**src/rtl/axi_lite_pkg.sv**
```systemverilog
// Shared AXI4-Lite types, widths, response codes and FSM state encodings.
package axi_lite_pkg;

  localparam int ADDR_WIDTH = 32;
  localparam int DATA_WIDTH = 32;
  localparam int STRB_WIDTH = 4;

  // Slave storage depth; the byte address is used directly as the word index.
  localparam int BUF_DEPTH  = 32;
  localparam int IDX_WIDTH  = 5;

  typedef logic [ADDR_WIDTH-1:0] addr_t;
  typedef logic [DATA_WIDTH-1:0] data_t;
  typedef logic [STRB_WIDTH-1:0] strb_t;
  typedef logic [1:0]            resp_t;

  localparam resp_t RESP_OKAY = 2'b00;

  typedef enum logic [1:0] {
    W_IDLE,
    W_ADDR,
    W_RESP
  } wr_state_e;

  typedef enum logic [1:0] {
    R_IDLE,
    R_ADDR,
    R_DATA
  } rd_state_e;

  // Merge new write data into an existing word, byte lane by byte lane.
  function automatic data_t apply_strb(input data_t old_word, input data_t new_word,
                                       input strb_t strb);
    data_t merged;
    merged = old_word;
    for (int b = 0; b < STRB_WIDTH; b++) begin
      if (strb[b]) merged[b*8 +: 8] = new_word[b*8 +: 8];
    end
    return merged;
  endfunction

endpackage

```
**src/rtl/axi_lite_if.sv**
```systemverilog
// AXI4-Lite bus bundle with clock and reset, plus master/slave views.
interface axi_lite_if
  import axi_lite_pkg::*;
(
  input logic aclk,
  input logic areset_n
);

  logic  awvalid;
  logic  awready;
  addr_t awaddr;

  logic  wvalid;
  logic  wready;
  data_t wdata;
  strb_t wstrb;

  logic  bvalid;
  logic  bready;
  resp_t bresp;

  logic  arvalid;
  logic  arready;
  addr_t araddr;

  logic  rvalid;
  logic  rready;
  data_t rdata;
  resp_t rresp;

  modport master (
    input  aclk, areset_n,
    output awvalid, awaddr, input awready,
    output wvalid, wdata, wstrb, input wready,
    input  bvalid, bresp, output bready,
    output arvalid, araddr, input arready,
    input  rvalid, rdata, rresp, output rready
  );

  modport slave (
    input  aclk, areset_n,
    input  awvalid, awaddr, output awready,
    input  wvalid, wdata, wstrb, output wready,
    output bvalid, bresp, input bready,
    input  arvalid, araddr, output arready,
    output rvalid, rdata, rresp, input rready
  );

endinterface

```
**src/rtl/axi_lite_master.sv**
```systemverilog
// AXI4-Lite master issuing one fixed write and one fixed read on start pulses.
module axi_lite_master
  import axi_lite_pkg::*;
#(
  parameter addr_t WR_ADDR = 32'h4,
  parameter data_t WR_DATA = 32'hdeadbeef,
  parameter addr_t RD_ADDR = 32'h4
) (
  axi_lite_if.master m_axi_lite,
  input  logic       start_write,
  input  logic       start_read,
  output data_t      rdata
);

  wr_state_e wr_state_q, wr_state_d;
  logic      aw_done_q, aw_done_d;
  logic      w_done_q, w_done_d;
  logic      aw_fire;
  logic      w_fire;

  rd_state_e rd_state_q, rd_state_d;
  data_t     rdata_q, rdata_d;

  assign rdata = rdata_q;

  // State registers for both independent channels.
  always_ff @(posedge m_axi_lite.aclk or negedge m_axi_lite.areset_n) begin
    if (!m_axi_lite.areset_n) begin
      wr_state_q <= W_IDLE;
      aw_done_q  <= 1'b0;
      w_done_q   <= 1'b0;
      rd_state_q <= R_IDLE;
      rdata_q    <= '0;
    end else begin
      wr_state_q <= wr_state_d;
      aw_done_q  <= aw_done_d;
      w_done_q   <= w_done_d;
      rd_state_q <= rd_state_d;
      rdata_q    <= rdata_d;
    end
  end

  // Write FSM: AW and W offered together, each dropped after its own handshake.
  always_comb begin
    wr_state_d            = wr_state_q;
    aw_done_d             = aw_done_q;
    w_done_d              = w_done_q;
    aw_fire               = 1'b0;
    w_fire                = 1'b0;
    m_axi_lite.awvalid    = 1'b0;
    m_axi_lite.awaddr     = '0;
    m_axi_lite.wvalid     = 1'b0;
    m_axi_lite.wdata      = '0;
    m_axi_lite.wstrb      = '0;
    m_axi_lite.bready     = 1'b0;
    unique case (wr_state_q)
      W_IDLE: begin
        if (start_write) begin
          wr_state_d = W_ADDR;
          aw_done_d  = 1'b0;
          w_done_d   = 1'b0;
        end
      end
      W_ADDR: begin
        m_axi_lite.awvalid = !aw_done_q;
        m_axi_lite.awaddr  = WR_ADDR;
        m_axi_lite.wvalid  = !w_done_q;
        m_axi_lite.wdata   = WR_DATA;
        m_axi_lite.wstrb   = '1;
        aw_fire            = !aw_done_q && m_axi_lite.awready;
        w_fire             = !w_done_q && m_axi_lite.wready;
        if (aw_fire) aw_done_d = 1'b1;
        if (w_fire)  w_done_d  = 1'b1;
        if ((aw_done_q || aw_fire) && (w_done_q || w_fire)) wr_state_d = W_RESP;
      end
      W_RESP: begin
        m_axi_lite.bready = 1'b1;
        if (m_axi_lite.bvalid) wr_state_d = W_IDLE;
      end
      default: wr_state_d = W_IDLE;
    endcase
  end

  // Read FSM: issue AR, then capture the returned word on the R handshake.
  always_comb begin
    rd_state_d         = rd_state_q;
    rdata_d            = rdata_q;
    m_axi_lite.arvalid = 1'b0;
    m_axi_lite.araddr  = '0;
    m_axi_lite.rready  = 1'b0;
    unique case (rd_state_q)
      R_IDLE: begin
        if (start_read) rd_state_d = R_ADDR;
      end
      R_ADDR: begin
        m_axi_lite.arvalid = 1'b1;
        m_axi_lite.araddr  = RD_ADDR;
        if (m_axi_lite.arready) rd_state_d = R_DATA;
      end
      R_DATA: begin
        m_axi_lite.rready = 1'b1;
        if (m_axi_lite.rvalid) begin
          rdata_d    = m_axi_lite.rdata;
          rd_state_d = R_IDLE;
        end
      end
      default: rd_state_d = R_IDLE;
    endcase
  end

endmodule

```
**src/flat_wrapper.sv**
```systemverilog
// flat-port wrapper written by rule: the top's interface ports become plain ports
module axi_lite_master_flat import axi_lite_pkg::*;
#(
  parameter addr_t WR_ADDR = 32'h4,
  parameter data_t WR_DATA = 32'hdeadbeef,
  parameter addr_t RD_ADDR = 32'h4
)
  (start_write, start_read, rdata, aclk, areset_n, m_axi_lite_awvalid, m_axi_lite_awaddr, m_axi_lite_awready, m_axi_lite_wvalid, m_axi_lite_wdata, m_axi_lite_wstrb, m_axi_lite_wready, m_axi_lite_bvalid, m_axi_lite_bresp, m_axi_lite_bready, m_axi_lite_arvalid, m_axi_lite_araddr, m_axi_lite_arready, m_axi_lite_rvalid, m_axi_lite_rdata, m_axi_lite_rresp, m_axi_lite_rready);
  axi_lite_if m_axi_lite_i (.aclk(aclk), .areset_n(areset_n));
  input  logic start_write;
  input  logic start_read;
  output data_t rdata;
  input wire logic aclk;
  input wire logic areset_n;
  output wire logic [$bits(m_axi_lite_i.awvalid)-1:0] m_axi_lite_awvalid;
  output wire logic [$bits(m_axi_lite_i.awaddr)-1:0] m_axi_lite_awaddr;
  input wire logic [$bits(m_axi_lite_i.awready)-1:0] m_axi_lite_awready;
  output wire logic [$bits(m_axi_lite_i.wvalid)-1:0] m_axi_lite_wvalid;
  output wire logic [$bits(m_axi_lite_i.wdata)-1:0] m_axi_lite_wdata;
  output wire logic [$bits(m_axi_lite_i.wstrb)-1:0] m_axi_lite_wstrb;
  input wire logic [$bits(m_axi_lite_i.wready)-1:0] m_axi_lite_wready;
  input wire logic [$bits(m_axi_lite_i.bvalid)-1:0] m_axi_lite_bvalid;
  input wire logic [$bits(m_axi_lite_i.bresp)-1:0] m_axi_lite_bresp;
  output wire logic [$bits(m_axi_lite_i.bready)-1:0] m_axi_lite_bready;
  output wire logic [$bits(m_axi_lite_i.arvalid)-1:0] m_axi_lite_arvalid;
  output wire logic [$bits(m_axi_lite_i.araddr)-1:0] m_axi_lite_araddr;
  input wire logic [$bits(m_axi_lite_i.arready)-1:0] m_axi_lite_arready;
  input wire logic [$bits(m_axi_lite_i.rvalid)-1:0] m_axi_lite_rvalid;
  input wire logic [$bits(m_axi_lite_i.rdata)-1:0] m_axi_lite_rdata;
  input wire logic [$bits(m_axi_lite_i.rresp)-1:0] m_axi_lite_rresp;
  output wire logic [$bits(m_axi_lite_i.rready)-1:0] m_axi_lite_rready;
  assign m_axi_lite_awvalid = m_axi_lite_i.awvalid;
  assign m_axi_lite_awaddr = m_axi_lite_i.awaddr;
  assign m_axi_lite_i.awready = m_axi_lite_awready;
  assign m_axi_lite_wvalid = m_axi_lite_i.wvalid;
  assign m_axi_lite_wdata = m_axi_lite_i.wdata;
  assign m_axi_lite_wstrb = m_axi_lite_i.wstrb;
  assign m_axi_lite_i.wready = m_axi_lite_wready;
  assign m_axi_lite_i.bvalid = m_axi_lite_bvalid;
  assign m_axi_lite_i.bresp = m_axi_lite_bresp;
  assign m_axi_lite_bready = m_axi_lite_i.bready;
  assign m_axi_lite_arvalid = m_axi_lite_i.arvalid;
  assign m_axi_lite_araddr = m_axi_lite_i.araddr;
  assign m_axi_lite_i.arready = m_axi_lite_arready;
  assign m_axi_lite_i.rvalid = m_axi_lite_rvalid;
  assign m_axi_lite_i.rdata = m_axi_lite_rdata;
  assign m_axi_lite_i.rresp = m_axi_lite_rresp;
  assign m_axi_lite_rready = m_axi_lite_i.rready;
  axi_lite_master #(.WR_ADDR(WR_ADDR), .WR_DATA(WR_DATA), .RD_ADDR(RD_ADDR)) u_core (.m_axi_lite(m_axi_lite_i), .start_write(start_write), .start_read(start_read), .rdata(rdata));
endmodule
```
**config.mk**
```make
export PLATFORM = sky130hd
export DESIGN_NAME = axi_lite_master_flat
export DESIGN_NICKNAME = d
export VERILOG_FILES = /design/src/rtl/axi_lite_pkg.sv /design/src/rtl/axi_lite_if.sv /design/src/rtl/axi_lite_master.sv /design/src/flat_wrapper.sv
export SDC_FILE = /design/constraint.sdc
export NUM_CORES = 1
export LEC_CHECK = 0
export ABC_CLOCK_PERIOD_IN_PS = 2700
export BUFFER_PORTS_ARGS = -buffer_cell sky130_fd_sc_hd__buf_2
export CORE_MARGIN = 2
export CORE_UTILIZATION = 40
export CTS_BUF_LIST = sky130_fd_sc_hd__clkbuf_4 sky130_fd_sc_hd__clkbuf_8
export DETAILED_ROUTE_END_ITERATION = 10
export PLACE_DENSITY = 0.83
export SLEW_MARGIN = 5
export SYNTH_ARGS = -nofsm -noshare
export SYNTH_HDL_FRONTEND = slang
export SYNTH_SLANG_ARGS = --single-unit
```
**constraint.sdc**
```tcl
create_clock -name aclk -period 2.7 [get_ports aclk]
set_input_delay 0.135 -clock aclk [delete_from_list [all_inputs] [get_ports aclk]]
set_output_delay 0.135 -clock aclk [all_outputs]
set_load 0.05 [all_outputs]
```
# Yosys cells after proc, flatten, opt, wreduce, memory -nomap -nowiden
# Cells that the tools add are included.
[totals]
reg_bits = 38
wordCells = 54
output_inout_bits = 137
[op_classes]
reduce_logical = 15
eq_ne = 12
muxes = 22
[ops]
columns = ["operator", "n"]
rows = [
  ["32-bit two-way mux", 1],
  ["2-bit two-way mux", 6],
  ["2-bit case mux with 3 select lines", 2],
  ["3-bit AND reduction", 4],
  ["2-bit != test, second input constant", 5],
  ["1-bit two-way mux", 8],
  ["3-bit two-way mux", 2],
  ["2-bit by 1-bit != test with 1-bit output, second input constant", 3],
  ["2-bit by 1-bit equality test with 1-bit output, second input constant", 2],
  ["2-bit equality test, second input constant", 2],
  ["2-bit zero test", 2],
  ["4-bit two-way mux", 1],
  ["1-bit case mux with 2 select lines", 2],
  ["1-bit logical AND", 3],
  ["1-bit zero test", 2],
  ["1-bit logical OR", 2],
  ["2-bit AND reduction", 1],
  ["2-bit nonzero test", 1],
]

# Longest topological paths before layout
# Gate-level depths: netlist (run 1).
[depth]
word_depth = 6
mapped_depth = 4
mapped_depth_nobuf = 3

# Worst setup path after synthesis (run 1)
# No wires, ideal clock.
[synth_timing]
kind = "flip-flop to flip-flop"
startpoint = "reg u_core.rd_state_q[0]"
endpoint = "reg u_core.rdata_q[0], in the netlist u_core.rdata[0]"
t_arrival_ps = 1357
path_buffers = 1
path_slack_ps = 1218
setup_time_ps = 125
path_stages_with_launch = 5
required_ps = 2575
cell_sequence = "dfrtp_1 -> nor2b_4 -> nand2_4 -> buf_12 -> mux2_4"
[synth_via]
elab_chain_len = 2
[synth_rtl]
columns = ["element", "line_no", "rtl"]
rows = [
  ["start: declaration", "axi_lite_master.sv:21", "rd_state_e rd_state_q, rd_state_d;"],
  ["start signal: assignment", "axi_lite_master.sv:38", "rd_state_q <= rd_state_d;"],
  ["2-bit equality test", "axi_lite_master.sv:91", "unique case (rd_state_q)"],
  ["2-bit AND reduction (no line)", "--", ""],
  ["end signal: assignment", "axi_lite_master.sv:39", "rdata_q <= rdata_d;"],
  ["end: declaration", "axi_lite_master.sv:22", "data_t rdata_q, rdata_d;"],
]
# Every way passes these cells.
# A chain may end at the register's enable or synchronous reset.

# Worst setup path after layout (run 1)
[layout_timing]
startpoint = "reg u_core.wr_state_q[1]"
endpoint = "out m_axi_lite_wdata[9]"
[layout_via]
elab_chain_len = 2
[layout_rtl]
columns = ["element", "line_no", "rtl"]
rows = [
  ["start: declaration", "axi_lite_master.sv:15", "wr_state_e wr_state_q, wr_state_d;"],
  ["start signal: assignment", "axi_lite_master.sv:35", "wr_state_q <= wr_state_d;"],
  ["2-bit by 1-bit equality test with 1-bit output", "axi_lite_master.sv:56", "unique case (wr_state_q)"],
  ["32-bit two-way mux", "axi_lite_master.sv:56", ""],
  ["end: declaration", "flat_wrapper.sv:19", "output wire logic [$bits(m_axi_lite_i.wdata)-1:0] m_axi_lite_wdata;"],
]
# Every way passes these cells.

==> flow_summary.ini, run 1 <==
[run_status]
status = finished clean

[yosys]
yosysSeqAreaShare_pct = 39.9
synth.distinct_cells = 19
ys_ff_latch = 38
synthesis.instances = 199
synth_area_per_cell_um2 = 12.0
ys_warn_count = 0
synth.cell_area_mm2 = 0.00238

[die]
start_util_pct = 40.8
rows = 28
ios = 182
die_y_um = 81.2
dieArea_mm2 = 0.00660
core-area_mm2 = 0.00585
die_x_um = 81.2

[sta]
fin_setup_tns_ns = 0
worst_pin_slew_ns = 0.841
fmax_mhz = 535
hold_viol = 0
rsz0062_at_grt = false
drv_slew = 0
finalCritPeriodShare_pct = 69.3
hold_ws_ns = 0.0333
relSlewSlack_pct = 43.9
clock_skew_ns = 0.00443
setup_violations = 0
fin_ws_ns = 0.829
finalCriticalPeriod_ns = 1.87

[place]
io_buffers = 107
gp_congestion = 0.706
post-dp-hpwl_um = 2870
placed_cell_area_mm2 = 0.00246
pre_cts_ws_ns = 1.10

[global_routing]
grt_util_all_layers_pct = 10.9
grt_pass1_vias = 1122
antenna_found_initial = 0
grt_overflow_total = 0
grt_pass1_wl_um = 5460
grt_max_degree = 39

[drt]
first_pass_iters = 2
vias_per_cell = 3.84
drt-total-wl_um = 3720
num_vias = 1366
antenna_left = 0
remaining_drc_errors = 0
dr.first_iter.drc_count = 10
routedWlPerCell_um = 10.5

[run]
cap_viol_max_count = 0

[clocking]
cts_root_buffer = clkbuf_8
htreeDepth = 2
clock_sinks = 38
ctsResizeCount = 0
cts_tree = built
clockBufferDepth = 2
worstSkewPairLatency_ns = 0.28
cts_setup_buffers = 0
clk_pin_slew_worst_paths_ns = 0.08
cts_hold_buffers = 1
cts_buffers = 5

[critical_path]
crit_path_frequent_cell = inv_1
r2r-start = u_core.rd_state_q[1]
rr_endpoint = u_core.rdata[28]
crit_fanout = 29
arrival_ns = 1.74
rr_worst_depth = 3
cp-start-kind = register
r2r_slack_ns = 1.19
worstSetupStartpoint = u_core.wr_state_q[1]
cp.required_ns = 2.57
cpPeakStageDelay_ns = 0.45
crit_buf_inv = 3
critPathKind = register to output pin
end_kind = output pin
critPathTopFamily = buffers and inverters
cpMaxStageDelayCell = inv_1
crit_chain = inv_1 -> nand2_1 -> inv_1 -> buf_2

[min_path]
whs_path_depth = 2
hold_path_startpoint = m_axi_lite_arready
holdPathEnd = u_core.rd_state_q[0]
hold_path_class = input pin to register

[layout]
fin_area_mm2 = 0.00257
syn_to_final_growth_pct = 7.66
n_antenna_cell = 0
drive_gt1_share_pct = 53.4
nets = 325
cell usage after synthesis:
cell       instances  share of area [%]
a211oi_1           1               0.31
a21oi_1            4               0.84
a22o_1             1               0.37
and2b_2            1               0.37
buf_12             3                2.5
buf_4            100                 31
conb_1             1               0.16
dfrtp_1           38                 40
inv_1              4               0.63
mux2_2             2               0.94
mux2_4            30                 19
mux2i_1            1               0.42
nand2_1            1               0.16
nand2_4            1               0.47
nand2b_1           1               0.26
nor2_1             7                1.1
nor2b_4            1               0.58
o22ai_1            1               0.26
o2bb2ai_1          1               0.37
stage by stage:
| step | util, % | instances |
|---|---|---|
| global route | 43.9 | 356 |
| finish | 43.9 | 356 |
| global placement | 42.1 | 347 |
| floorplan | - | 268 |
| CTS | 43.9 | 356 |
| detailed placement | 42.1 | 347 |
area by class of cell:
type / instances / area, um^2
timing repair buffer: 108 / 546
tap: 75 / 93.8
multi-input combinational: 123 / 867
clock inverter: 2 / 12.5
fill: 586 / 3280
sequential: 38 / 951
clock buffer: 6 / 82.6
inverter: 4 / 15.0
worst reg2reg max path, delay by kind of cell (launching register included):
kind | cells | cell delay (ns)
and+or+nand+nor | 2 | 0.60
muxes | 1 | 0.41
DFF | 1 | 0.40
placed cells by master, fill, tap and decap left out, drive strengths merged:
cell and count:
o2bb2ai 1, dfrtp 38, clkbuf 6, clkinv 1, a22o 1, inv 4, dlygate4sd3 1, buf 107
nand2b 1, conb 70, a211oi 1, mux2i 1, o22ai 1, and2b 1, nor2 7, nand2 2
mux2 32, a21oi 4, nor2b 1, clkinvlp 1
layer usage:
metal / part of all wire (%) / vias up / global-route usage, %
li1: - / 625 / -
met1: 40 / 634 / 14.1
met2: 48 / 103 / 16.9
met3: 11 / 4 / 3.56
met4: 1.1 / 0 / 4.07
met5: 0 / - / 0
logic make-up (layout without fill, tap and decap cells):
logic type | after synthesis | in the layout | synth area share (%)
buf+inv | 107 | 120 | 34.6
flops | 38 | 38 | 39.9
compound gates | 8 | 8 | 2.15
mux | 33 | 33 | 20.3
simple gates | 12 | 12 | 2.94
other cells | 1 | 70 | 0.157
how the worst max path moves through the flow:
stage / end / slack (ns) / cells past startpoint
floorplan: u_core.rdata[0] / 1.22 / 4
finish: m_axi_lite_wdata[9] / 0.83 / 4
CTS: m_axi_lite_wdata[9] / 0.78 / 4
global placement: m_axi_lite_wdata[5] / 1.17 / 4
detailed placement: m_axi_lite_wdata[9] / 1.10 / 4
global route: m_axi_lite_wdata[15] / 0.59 / 4
registers in the layout, indices dropped and copies added, names as in the netlist:
register and flops:
u_core.rdata 32, u_core.aw_done_q 1, u_core.w_done_q 1, u_core.wr_state_q 2, u_core.rd_state_q 2
Power of run 1 is left out: the tool's default activity adds up to more than one toggle a clock period on the data nets, which glitch-free logic cannot reach.
==> run 2, diff against run 1 <==
ABC_CLOCK_PERIOD_IN_PS = 1700   (was 2700)
CORE_UTILIZATION = 37   (was 40)
PLACE_DENSITY = 0.81   (was 0.83)
clock period = 1.7 ns   (was 2.7 ns; I/O delays follow)
==> run 2 against run 1 <==
Effect of this change: worst setup slack got worse by 0.69 ns; clock-buffer cell count decreased by 1; flip-flop and latch count unchanged; first-iteration DRC count increased by 100%; critical path type unchanged.
==> flow_summary.ini, run 2 (synthesis gave the netlist of run 1 again) <==
[global_routing]
grt_pass1_vias = 1250
antenna_found_initial = 0
grt_util_all_layers_pct = 10.3
grt_overflow_total = 0
grt_max_degree = 39
grt_pass1_wl_um = 5790

[clocking]
htreeDepth = 2
cts_buffers = 5
cts_tree = built
cts_setup_buffers = 0
clk_pin_slew_worst_paths_ns = 0.08
clockBufferDepth = 2
clock_sinks = 38
worstSkewPairLatency_ns = 0.28
cts_root_buffer = clkbuf_8

[layout]
nets = 328
final_cell_mix = buf_2, conb_1, dfrtp_1, mux2_4, nor2_1
largest_register_ffs = 32
layout_commonest_cell = buf_2
drive_gt1_share_pct = 53.5
n_fill_cell = 603
n_antenna_cell = 0
syn_to_final_growth_pct = 11.1

[sta]
relSlewSlack_pct = 46.2
clock_skew_ns = 0.00822
finalCriticalPeriod_ns = 1.56
worst_pin_slew_ns = 0.807
fin_ws_ns = 0.139
hold_viol = 0
drv_slew = 0
setup_violations = 0
finalCritPeriodShare_pct = 91.8
fmax_mhz = 641
hold_ws_ns = 0.0242
rsz0062_at_grt = true

[run]
cap_viol_max_count = 0

[critical_path]
r2r-start = u_core.rd_state_q[0]
critPathTopFamily = buffers and inverters
critPathKind = register to output pin
crit_path_end = m_axi_lite_wdata[21]
arrival_ns = 1.48
cpPeakStageDelay_ns = 0.39
crit_chain = inv_1 -> nand2_1 -> inv_1 -> buf_4 -> buf_2
crit_path_frequent_cell = inv_1
crit_fanout = 29
end_kind = output pin
cpMaxStageDelayCell = dfrtp_1
worstSetupStartpoint = u_core.wr_state_q[1]
r2r_slack_ns = 0.24
rr_endpoint = u_core.rdata[4]
rr_worst_depth = 4
cp.required_ns = 1.62
cp_num_cells = 5
crit_buf_inv = 4
cp-start-kind = register

[die]
start_util_pct = 38.0
die_x_um = 84.3
dieArea_mm2 = 0.00710
rows = 29
ios = 182
core-area_mm2 = 0.00628
die_y_um = 84.3

[drt]
dr.first_iter.drc_count = 20
routedWlPerCell_um = 10.6
drt-total-wl_um = 3810
remaining_drc_errors = 0
first_pass_iters = 4
vias_per_cell = 3.80
antenna_left = 0
num_vias = 1373

[place]
post-dp-hpwl_um = 3050
io_buffers = 107
pre_cts_ws_ns = 0.241
gp_congestion = 0.693

[min_path]
hold_path_class = input pin to register

[run_status]
status = finished clean
==> run 2: worst min-delay path by stage <==
stage,startpoint,end,slack (ns),cells past startpoint
global placement,areset_n,u_core.rdata[28],0.20,1
finish,m_axi_lite_rdata[29],u_core.rdata[29],0.02,2
floorplan,areset_n,u_core.aw_done_q,-0.21,0
global route,m_axi_lite_rdata[29],u_core.rdata[29],0.01,2
CTS,m_axi_lite_rdata[29],u_core.rdata[29],0.01,2
detailed placement,areset_n,u_core.rdata[28],0.22,1
==> run 2: per-stage QoR <==
stage	utilization (%)	cells	setup TNS (ns)	cell area [um^2]
after floorplan	-	268	0	2640
after global placement	39.7	351	0	2490
after detailed placement	39.7	351	0	2490
after CTS	42.2	361	0	2650
after global routing	42.2	361	-0.896	2650
final	42.2	361	0	2650
==> run 2: cell type report <==
cell class                 instances  area, um^2  share of cell area, %
clock inverter                     3        68.8                   2.60
sequential                        38         951                   35.9
multi-input combinational        123         867                   32.7
tap                               77        96.3                   3.64
timing repair buffer             111         583                   22.0
inverter                           4        15.0                  0.567
clock buffer                       5        68.8                   2.60
==> run 2: what timing repair did <==
| item | in CTS | in global routing |
|---|---|---|
| hold buffers | 2 | 0 |
| hold endpoints to repair | 39 | 0 |
| gates resized for setup | 0 | 0 |
| setup endpoints to repair | 0 | 29 |
==> run 2: per-layer routing <==
layer	vias up	global-route usage, %	wire length (um)
li1	633	-	-
met1	627	12.6	1490
met2	111	16.8	1860
met3	2	3.44	433
met4	0	3.96	31
met5	-	0	0
Power of run 2 is left out for the same reason.
